File: src/rtl/val_drain_if.sv
// val_drain_if: value-FIFO side and row-result side of val_drain.
// master drives the FIFO flags/data and sink ready; slave is val_drain.
interface val_drain_if #(
  parameter int CHANNEL_NUM = 4,
  parameter int ACC_W       = 16
);
  logic [CHANNEL_NUM-1:0]   empty;
  logic [CHANNEL_NUM*8-1:0] val_in;
  logic [CHANNEL_NUM-1:0]   val_read;
  logic [ACC_W-1:0]         sum_out;
  logic [7:0]               sum_ch;
  logic                     sum_valid;
  logic                     sum_ready;

  modport master (
    output empty,
    output val_in,
    output sum_ready,
    input  val_read,
    input  sum_out,
    input  sum_ch,
    input  sum_valid
  );

  modport slave (
    input  empty,
    input  val_in,
    input  sum_ready,
    output val_read,
    output sum_out,
    output sum_ch,
    output sum_valid
  );
endinterface

File: src/rtl/val_drain.sv
// val_drain: per-channel row accumulators over value FIFOs, drained by a
// round-robin result port. Define VAL_DRAIN_SAT_EN for saturating sums.
module val_drain #(
  parameter int CHANNEL_NUM = 4,
  parameter int ROW_LEN     = 16,
  parameter int ACC_W       = 16
) (
  input logic        clk,
  input logic        rst,
  val_drain_if.slave bus
);
  localparam int PW = (CHANNEL_NUM > 1) ? $clog2(CHANNEL_NUM) : 1;
  localparam logic [15:0] LEN = 16'(ROW_LEN);
  localparam logic [PW-1:0] LAST = PW'(CHANNEL_NUM - 1);

  typedef enum logic {
    S_FETCH,
    S_DONE
  } st_t;

  st_t              r_state [CHANNEL_NUM];
  st_t              w_state_nxt [CHANNEL_NUM];
  logic [15:0]      r_cnt [CHANNEL_NUM];
  logic [ACC_W-1:0] r_acc [CHANNEL_NUM];
  logic [ACC_W-1:0] w_acc_nxt [CHANNEL_NUM];
  logic [CHANNEL_NUM-1:0] r_pend;
  logic [CHANNEL_NUM-1:0] w_rd;
  logic [CHANNEL_NUM-1:0] w_last;
  logic [CHANNEL_NUM-1:0] w_done;
  logic [CHANNEL_NUM-1:0] w_gnt;
  logic [ACC_W-1:0] w_ext;

`ifdef VAL_DRAIN_SAT_EN
  localparam logic [ACC_W-1:0] SMAX =
    {1'b0, {(ACC_W-1){1'b1}}};
  localparam logic [ACC_W-1:0] SMIN =
    {1'b1, {(ACC_W-1){1'b0}}};
  logic [CHANNEL_NUM-1:0] r_sat;
  logic [CHANNEL_NUM-1:0] w_sat_nxt;
  logic [ACC_W:0]         w_wide;
`endif

  logic             w_free;
  logic             w_gnt_any;
  logic [PW-1:0]    w_gnt_idx;
  logic [PW-1:0]    r_rr;
  logic             r_valid;
  logic [ACC_W-1:0] r_sum;
  logic [7:0]       r_ch;
  int               w_j;

  always_ff @(posedge clk or posedge rst) begin
    if (rst) begin
      for (int i = 0; i < CHANNEL_NUM; i++)
        r_state[i] <= S_FETCH;
    end else begin
      for (int i = 0; i < CHANNEL_NUM; i++)
        r_state[i] <= w_state_nxt[i];
    end
  end

  always_comb begin
    for (int i = 0; i < CHANNEL_NUM; i++) begin
      w_state_nxt[i] = r_state[i];
      unique case (r_state[i])
        S_FETCH: if (w_last[i]) w_state_nxt[i] = S_DONE;
        S_DONE:  if (w_gnt[i])  w_state_nxt[i] = S_FETCH;
      endcase
    end
  end

  // reads are held off while rst is high, not just after the edge
  always_comb begin
    w_rd   = '0;
    w_last = '0;
    w_done = '0;
    for (int i = 0; i < CHANNEL_NUM; i++) begin
      w_rd[i] = ~rst & (r_state[i] == S_FETCH)
              & ~bus.empty[i] & (r_cnt[i] < LEN);
      w_last[i] = r_pend[i] & (r_cnt[i] == LEN);
      w_done[i] = (r_state[i] == S_DONE);
    end
  end

  always_comb begin
    w_ext = '0;
`ifdef VAL_DRAIN_SAT_EN
    w_wide = '0;
    w_sat_nxt = '0;
`endif
    for (int i = 0; i < CHANNEL_NUM; i++) begin
      w_ext = {{(ACC_W-8){bus.val_in[i*8+7]}},
               bus.val_in[i*8 +: 8]};
`ifdef VAL_DRAIN_SAT_EN
      w_wide = {r_acc[i][ACC_W-1], r_acc[i]}
             + {w_ext[ACC_W-1], w_ext};
      w_acc_nxt[i] = w_wide[ACC_W-1:0];
      w_sat_nxt[i] = r_sat[i];
      if (r_sat[i]) begin
        w_acc_nxt[i] = r_acc[i];
      end else if (w_wide[ACC_W] != w_wide[ACC_W-1]) begin
        w_sat_nxt[i] = 1'b1;
        w_acc_nxt[i] = w_wide[ACC_W] ? SMIN : SMAX;
      end
`else
      w_acc_nxt[i] = r_acc[i] + w_ext;
`endif
    end
  end

  always_ff @(posedge clk or posedge rst) begin
    if (rst) begin
      r_pend <= '0;
`ifdef VAL_DRAIN_SAT_EN
      r_sat <= '0;
`endif
      for (int i = 0; i < CHANNEL_NUM; i++) begin
        r_cnt[i] <= '0;
        r_acc[i] <= '0;
      end
    end else begin
      r_pend <= w_rd;
      for (int i = 0; i < CHANNEL_NUM; i++) begin
        if (w_gnt[i]) begin
          r_cnt[i] <= '0;
          r_acc[i] <= '0;
`ifdef VAL_DRAIN_SAT_EN
          r_sat[i] <= 1'b0;
`endif
        end else begin
          if (w_rd[i])
            r_cnt[i] <= r_cnt[i] + 16'd1;
          if (r_pend[i]) begin
            r_acc[i] <= w_acc_nxt[i];
`ifdef VAL_DRAIN_SAT_EN
            r_sat[i] <= w_sat_nxt[i];
`endif
          end
        end
      end
    end
  end

  // first DONE channel at or after r_rr, scanning with wrap
  always_comb begin
    w_free    = ~r_valid | bus.sum_ready;
    w_gnt_any = 1'b0;
    w_gnt_idx = '0;
    w_gnt     = '0;
    w_j       = 0;
    for (int k = 0; k < CHANNEL_NUM; k++) begin
      w_j = int'(r_rr) + k;
      if (w_j >= CHANNEL_NUM)
        w_j = w_j - CHANNEL_NUM;
      if (w_free && !w_gnt_any && w_done[w_j]) begin
        w_gnt_any = 1'b1;
        w_gnt_idx = PW'(w_j);
        w_gnt[w_j] = 1'b1;
      end
    end
  end

  always_ff @(posedge clk or posedge rst) begin
    if (rst) begin
      r_valid <= 1'b0;
      r_sum   <= '0;
      r_ch    <= '0;
      r_rr    <= '0;
    end else if (w_gnt_any) begin
      r_valid <= 1'b1;
      r_sum   <= r_acc[w_gnt_idx];
      r_ch    <= 8'(w_gnt_idx);
      r_rr    <= (w_gnt_idx == LAST) ? '0
                                     : w_gnt_idx + 1'b1;
    end else if (bus.sum_ready) begin
      r_valid <= 1'b0;
    end
  end

  assign bus.val_read  = w_rd;
  assign bus.sum_out   = r_sum;
  assign bus.sum_ch    = r_ch;
  assign bus.sum_valid = r_valid;
endmodule

File: src/flat_wrapper.sv
// flat-port wrapper written by rule: the top's interface ports become plain ports
module val_drain_flat 
#(
  parameter int CHANNEL_NUM = 4,
  parameter int ROW_LEN     = 16,
  parameter int ACC_W       = 16
)
  (clk, rst, bus_empty, bus_val_in, bus_sum_ready, bus_val_read, bus_sum_out, bus_sum_ch, bus_sum_valid);
  val_drain_if #(.CHANNEL_NUM(CHANNEL_NUM), .ACC_W(ACC_W)) bus_i ();
  input logic clk;
  input logic rst;
  input wire logic [$bits(bus_i.empty)-1:0] bus_empty;
  input wire logic [$bits(bus_i.val_in)-1:0] bus_val_in;
  input wire logic [$bits(bus_i.sum_ready)-1:0] bus_sum_ready;
  output wire logic [$bits(bus_i.val_read)-1:0] bus_val_read;
  output wire logic [$bits(bus_i.sum_out)-1:0] bus_sum_out;
  output wire logic [$bits(bus_i.sum_ch)-1:0] bus_sum_ch;
  output wire logic [$bits(bus_i.sum_valid)-1:0] bus_sum_valid;
  assign bus_i.empty = bus_empty;
  assign bus_i.val_in = bus_val_in;
  assign bus_i.sum_ready = bus_sum_ready;
  assign bus_val_read = bus_i.val_read;
  assign bus_sum_out = bus_i.sum_out;
  assign bus_sum_ch = bus_i.sum_ch;
  assign bus_sum_valid = bus_i.sum_valid;
  val_drain #(.CHANNEL_NUM(CHANNEL_NUM), .ROW_LEN(ROW_LEN), .ACC_W(ACC_W)) u_core (.clk(clk), .rst(rst), .bus(bus_i));
endmodule
File: config.mk
export PLATFORM = sky130hd
export DESIGN_NAME = val_drain_flat
export DESIGN_NICKNAME = d
export VERILOG_FILES = /design/src/rtl/val_drain_if.sv /design/src/rtl/val_drain.sv /design/src/flat_wrapper.sv
export SDC_FILE = /design/constraint.sdc
export NUM_CORES = 1
export LEC_CHECK = 0
export CORE_AREA = 2 2 153 110
export DETAILED_ROUTE_END_ITERATION = 8
export DIE_AREA = 0 0 155 112
export PLACE_DENSITY = 0.87
export SYNTH_ARGS = -nofsm -noshare
export SYNTH_HDL_FRONTEND = slang
export SYNTH_SLANG_ARGS = --single-unit
File: constraint.sdc
create_clock -name clk -period 5.4 [get_ports clk]
set_clock_uncertainty 0.1 [all_clocks]
set_input_delay 0.54 -clock clk [delete_from_list [all_inputs] [get_ports clk]]
set_output_delay 0.54 -clock clk [all_outputs]
set_load 0.02 [all_outputs]
==> results of run 1 <==
-- through the flow --
| stage | power [W] | util (%) |
|---|---|---|
| finish | 0.007035 | 67.98 |
| global route | 0.007546 | 67.98 |
| CTS | 0.006997 | 67.98 |
| detailed placement | 0.005632 | 64.02 |
| global placement | 0.005489 | 64.02 |
| floorplan | 0.004721 | - |
-- worst max-delay path, stage by stage (launching register included) --
cell and delay [ns]:
dfrtp_1 0.59, inv_1 0.23, ha_1 0.43, mux4_2 0.61
and2_1 0.26, a22o_1 0.23, a211oi_4 0.28, buf_4 0.29
mux4_1 0.59, mux2_2 0.28
-- registers in the layout, indices dropped and copies added (netlist names) --
| name | count |
|---|---|
| u_core.r_rr | 2 |
| u_core.r_pend | 4 |
| u_core.r_state | 4 |
| u_core.r_acc | 64 |
| u_core.r_cnt | 64 |
| u_core.bus.sum_out | 16 |
| u_core.bus.sum_valid | 1 |
| u_core.bus.sum_ch | 2 |
-- kinds of logic after synthesis --
| logic type | after synthesis |
|---|---|
| xor+xnor | 64 |
| fa+ha+maj | 80 |
| other cells | 1 |
| buf+inv | 60 |
| mux | 90 |
| flops | 157 |
| compound gates | 167 |
| simple gates | 301 |
-- synth_stat cells (7+ instances only) --
| library cell | count |
|---|---|
| xnor2_1 | 47 |
| nand4_1 | 12 |
| inv_1 | 25 |
| dfrtp_1 | 157 |
| mux2_2 | 7 |
| nor4_1 | 18 |
| mux4_2 | 8 |
| o211ai_1 | 7 |
| o21ai_0 | 31 |
| xor2_1 | 17 |
| a211oi_1 | 14 |
| a21o_1 | 16 |
| clkbuf_1 | 21 |
| a31oi_1 | 8 |
| nor2_1 | 115 |
| ha_1 | 76 |
| nand2_1 | 55 |
| buf_4 | 7 |
| and2_1 | 48 |
| nor3_1 | 11 |
| o21bai_1 | 9 |
| o221ai_1 | 10 |
| mux2i_1 | 73 |
| a21oi_1 | 36 |
| o21a_1 | 8 |
| nand3_1 | 12 |
-- routing by layer --
metal / wire, µm / part of all wire (%) / global-route usage, % / vias to the layer above
met5: 0 / 0 / 0 / -
met4: 505 / 2.3 / 7.840 / 0
met3: 1648 / 7.5 / 5.878 / 61
met2: 9887 / 45 / 40.92 / 269
met1: 9927 / 45 / 37.83 / 3520
li1: - / - / - / 3420
-- path summary, 6_finish.rpt --
| check | from | endpoint | slack [ns] | depth (start not counted) |
|---|---|---|---|---|
| max | u_core.r_rr[0] | u_core.bus.sum_out[3] | 1.40 | 9 |
| min | u_core.r_cnt[62] | u_core.r_cnt[62] | 0.39 | 1 |
| max reg2reg | u_core.r_rr[0] | u_core.bus.sum_out[3] | 1.40 | 9 |
| min reg2reg | u_core.r_cnt[62] | u_core.r_cnt[62] | 0.39 | 1 |
| max in group asynchronous | rst | u_core.r_acc[14] | 3.41 | 3 |
| min in group asynchronous | rst | u_core.r_acc[62] | 0.77 | 2 |
-- report_power, final --
part	switching, W	total (W)	leakage, nW	internal (W)
registers	0.000529	0.00213	2.01	0.00160
clock network	0.000492	0.00128	0.297	0.000791
logic	0.00196	0.00362	2.64	0.00166
total	0.00299	0.00703	4.95	0.00405
-- layout make-up --
cell class,instances,area [µm²]
clock inverter,12,186.4
fill,1156,5109
tap,205,256.5
timing repair buffer,70,678.2
multi-input combinational,708,5253
inverter,25,98.84
clock buffer,20,446.7
sequential,157,3929
-- placed cells by master (no fill, tap or decap), types with 6 or more instances in the layout --
master | netlist | routed
conb_1 | 1 | 6
mux2i_1 | 73 | 73
clkbuf_16 | 0 | 17
clkdlybuf4s50_1 | 0 | 61
o221ai_1 | 10 | 10
ha_1 | 76 | 76
a31oi_1 | 8 | 8
nand4_1 | 12 | 12
a211oi_1 | 14 | 14
mux4_2 | 8 | 8
a21o_1 | 16 | 16
a41oi_1 | 6 | 6
o21ai_0 | 31 | 31
xnor2_1 | 47 | 47
nor2_1 | 115 | 115
o31ai_1 | 6 | 6
nor4_1 | 18 | 18
o21a_1 | 8 | 8
inv_1 | 25 | 24
nand3_1 | 12 | 12
o21bai_1 | 9 | 9
xor2_1 | 17 | 17
nand2_1 | 55 | 55
a21oi_1 | 36 | 35
and2_1 | 48 | 48
buf_4 | 7 | 9
o211ai_1 | 7 | 7
dfrtp_1 | 157 | 157
mux2_2 | 7 | 7
nor3_1 | 11 | 11
==> flow_metrics.tcl, run 1 <==
set metrics [dict create \
    core_region_area_um2 15960 \
    period_share_pct 74.01 \
    ctsResizeCount 0 \
    h-tree-depth 4 \
    post_cts_buffers 0 \
    ys_warn_count 0 \
    dpl.hpwl_um 15320 \
    yosys_register_bits 157 \
    cts_made_buffers 17 \
    fp-row-count 39 \
    slew_violations 0 \
    crit_type "register to register" \
    clockBufferDepth 2 \
    grt-ovfl-total 0 \
    cts_root_buffer "clkbuf_16" \
    ys_seq_area_share_pct 41.73 \
    leakagePower_nw 4.952 \
    critical_path.endpoint_type "register" \
    rsz0062_at_grt "no" \
    hold_class "register to register" \
    antenna_found_initial 1 \
    synth-adder-area-share_pct 10.95 \
    clock_latency_ns 0.42 \
    clk_pin_slew_ns 0.06 \
    synth_simple_gate_area_share_pct 15.48 \
    wl_per_cell_um 18.35 \
    setup_viol_count_final 0 \
    grt_pass1_wl_um 36390 \
    boundaryPins 68 \
    drtPass1Iterations 6 \
    synth_top_family_by_area "simple AND/OR/NAND/NOR gates" \
    holdBufCountCts 0 \
    stdcell_area_um2 10850 \
    required_ns 5.61 \
    grt_pass1_vias 7112 \
    fp.dieH_um 112 \
    synthCells 920 \
    status "finished clean" \
    cts_tree "built" \
    power_density_nw_per_um2 648.5 \
    groute.usage.overall_pct 26.49 \
    drive_gt1_share_pct 6.452 \
    tns_ns 0 \
    nets 1098 \
    vias 7270 \
    synthDistinctLibCells 59 \
    routed_wl_um 21970 \
    syn-cell-area_um2 9414 \
    grt_max_degree 67 \
    synth.largest_area_cell "dfrtp_1" \
    crit_path_start_kind "register" \
    routed_via_density 6.074 \
    die_x_um 155 \
    cts_sinks 157 \
    synth_edf_count 0 \
    syn_avg_cell_area_um2 10.23 \
    fmax_mhz 250.2 \
    worst-endpoint-arrival_ns 4.20 \
    layoutNonFillerInstCount 1197 \
    ys.flop_type "dfrtp_1" \
    first_iter_violations 656 \
    yosysTopAreaCellShare_pct 41.73 \
    diodes 0 \
    portBuffers 61 \
    synth-xor-area-share_pct 5.954 \
    period_needed_ns 3.997 \
    cp_max_fo 15 \
    vdd_drop_max_mv 0.3097 \
    antenna_left 0 \
    gp_congestion 0.9120 \
    dpl_worst_slack_ns 1.467 \
    slew_headroom_pct 20.21 \
    area_delta_synth_final_pct 15.23 \
    whs_ns 0.3866 \
    synth_compound_gate_area_share_pct 11.98 \
    dp_cells 1165 \
    synth-async-reset-ratio_pct 100.0 \
    drc 0 \
    muxShareOfSynthArea_pct 11.07 \
    maxCapViolations 0 \
    placed_area_um2 10210 \
    layout_setup_ws_ns 1.403 \
    start_util_pct 59.00 \
    netlist_top_cells_area "dfrtp_1 42%, ha_1 10%, mux2i_1 7.8%" \
    die_area_um2 17360 \
    tightest_slew_ns 1.167 \
    finalHoldViolCount 0 \
]
(Power assumes the default switching activity.)
==> run 2: changes to the inputs <==
==> constraint.sdc (replaced) <==
create_clock -name clk -period 4.05 [get_ports clk]
set_clock_uncertainty 0.1 [all_clocks]
set_input_delay 0.405 -clock clk [delete_from_list [all_inputs] [get_ports clk]]
set_output_delay 0.405 -clock clk [all_outputs]
set_load 0.02 [all_outputs]
==> flow_metrics.tcl, run 2 (same netlist as run 1, synthesis figures left out) <==
set metrics [dict create \
    ff_latch_area_um2 3929 \
    hold_depth 1 \
    layout_setup_ws_ns 0.5685 \
    grt-ovfl-total 0 \
    clockBufferDepth 2 \
    r2r-end "u_core.bus.sum_out[13]" \
    finalHoldViolCount 0 \
    placed_area_um2 10270 \
    power_density_nw_per_um2 872.6 \
    fp-row-count 39 \
    slew_headroom_pct 25.61 \
    multi_input_area_um2 5253 \
    drtPass1Iterations 5 \
    groute.usage.overall_pct 26.69 \
    status "finished clean" \
    nets 1104 \
    antenna_found_initial 1 \
    boundaryPins 68 \
    critical_path.endpoint_type "register" \
    dpl_worst_slack_ns 0.5490 \
    routed_via_density 6.042 \
    fill_cells 1165 \
    required_ns 4.26 \
    rsz0062_at_grt "no" \
    dpl.hpwl_um 15340 \
    worstRegToRegCells 9 \
    cp_max_fo 12 \
    min_to "u_core.r_cnt[56]" \
    vdd_drop_max_mv 0.3956 \
    diodes 0 \
    routed_wl_um 22010 \
    ctsResizeCount 0 \
    portBuffers 61 \
    r2r_setup_slack_ns 0.57 \
    hold_class "register to register" \
    fmax_mhz 287.2 \
    clock_latency_ns 0.43 \
    tightest_slew_ns 1.116 \
    die_x_um 155 \
    min_from "u_core.r_cnt[56]" \
    vias 7269 \
    clk_pin_slew_ns 0.06 \
    grt_pass1_vias 7322 \
    post_cts_buffers 0 \
    grt_pass1_wl_um 36790 \
    first_iter_violations 532 \
    crit_type "register to register" \
    cts_root_buffer "clkbuf_16" \
    holdBufCountCts 0 \
    tns_ns 0 \
    period_share_pct 85.96 \
    cts_sinks 157 \
    cts_made_buffers 17 \
    start_util_pct 59.00 \
    worst-endpoint-arrival_ns 3.69 \
    reg2reg_from "u_core.r_rr[0]" \
    area_delta_synth_final_pct 15.98 \
    core_region_area_um2 15960 \
    cts_tree "built" \
    wl_per_cell_um 18.30 \
    leakagePower_nw 4.993 \
    drc 0 \
    setup_viol_count_final 0 \
    stdcell_area_um2 10920 \
    final_common_cell "dfrtp_1" \
    die_area_um2 17360 \
    period_needed_ns 3.482 \
    maxCapViolations 0 \
    final_util_pct 68.42 \
    drive_gt1_share_pct 6.914 \
    antenna_left 0 \
    gp_congestion 0.9012 \
    grt_max_degree 96 \
    mostFrequentLayoutCells "157 x dfrtp_1, 115 x nor2_1, 76 x ha_1" \
    slew_violations 0 \
    fp.dieH_um 112 \
    crit_path_start_kind "register" \
    h-tree-depth 4 \
]
==> run 2: cell count changes in the layout (fill, tap and decap cells not counted) <==
cell	delta
buf_4	+5
buf_12	+1
bufinv_16	+1
clkbuf_1	+1
clkbuf_8	-1
clkinv_4	-1
clkinvlp_4	-1
inv_6	+1
==> run 2: final cells by class <==
type	count	area share (%)
Clock buffer	20	4.000
Multi-Input combinational cell	708	48.11
Clock inverter	12	1.925
Timing Repair Buffer	76	6.738
Sequential cell	157	35.98
Tap cell	205	2.349
Inverter	25	0.8939
==> run 2: worst max path at each step <==
stage,from,end,slack (ns),cells after the start
2_1_floorplan,u_core.r_rr[1],u_core.bus.sum_out[3],0.64,8
6_report,u_core.r_rr[0],u_core.bus.sum_out[13],0.57,9
3_5_place_dp,bus_val_in[25],u_core.r_acc[15],0.55,11
5_1_grt,u_core.r_rr[0],u_core.r_acc[11],0.43,7
4_1_cts,u_core.r_rr[0],u_core.bus.sum_out[4],0.59,8
3_3_place_gp,bus_val_in[25],u_core.r_acc[15],0.66,11
==> run 2: per-layer routing <==
metal  part of all wire (%)  up-vias  track usage (%)  wire, µm
met5                      0        -                0         0
met4                    1.2        0            6.420       272
met3                    8.1       27            6.033      1792
met2                     45      259            41.42      9974
met1                     45     3556            38.44      9971
li1                       -     3427                -         -
==> run 2: power breakdown <==
group	switching [W]	internal (W)	leakage, nW
combinational	0.00269	0.00225	2.67
clock	0.000681	0.00110	0.310
sequential	0.000657	0.00214	2.01
==> run 2: through the flow <==
step                power (W)  instances  hold WS, ns
global route          0.01018       1203       0.4030
floorplan            0.006295        925       0.3539
global placement     0.007373       1171       0.3691
detailed placement   0.007593       1171       0.3716
CTS                  0.009483       1203       0.3888
finish               0.009527       1203       0.3841
==> run 2: critical path: stages, from the launching register on <==
cell,delay (ns)
dfrtp_1,0.37
inv_1,0.12
ha_1,0.38
mux4_2,0.60
and2_1,0.25
a22o_1,0.22
a211oi_4,0.43
buf_4,0.29
mux4_2,0.32
mux2_2,0.28
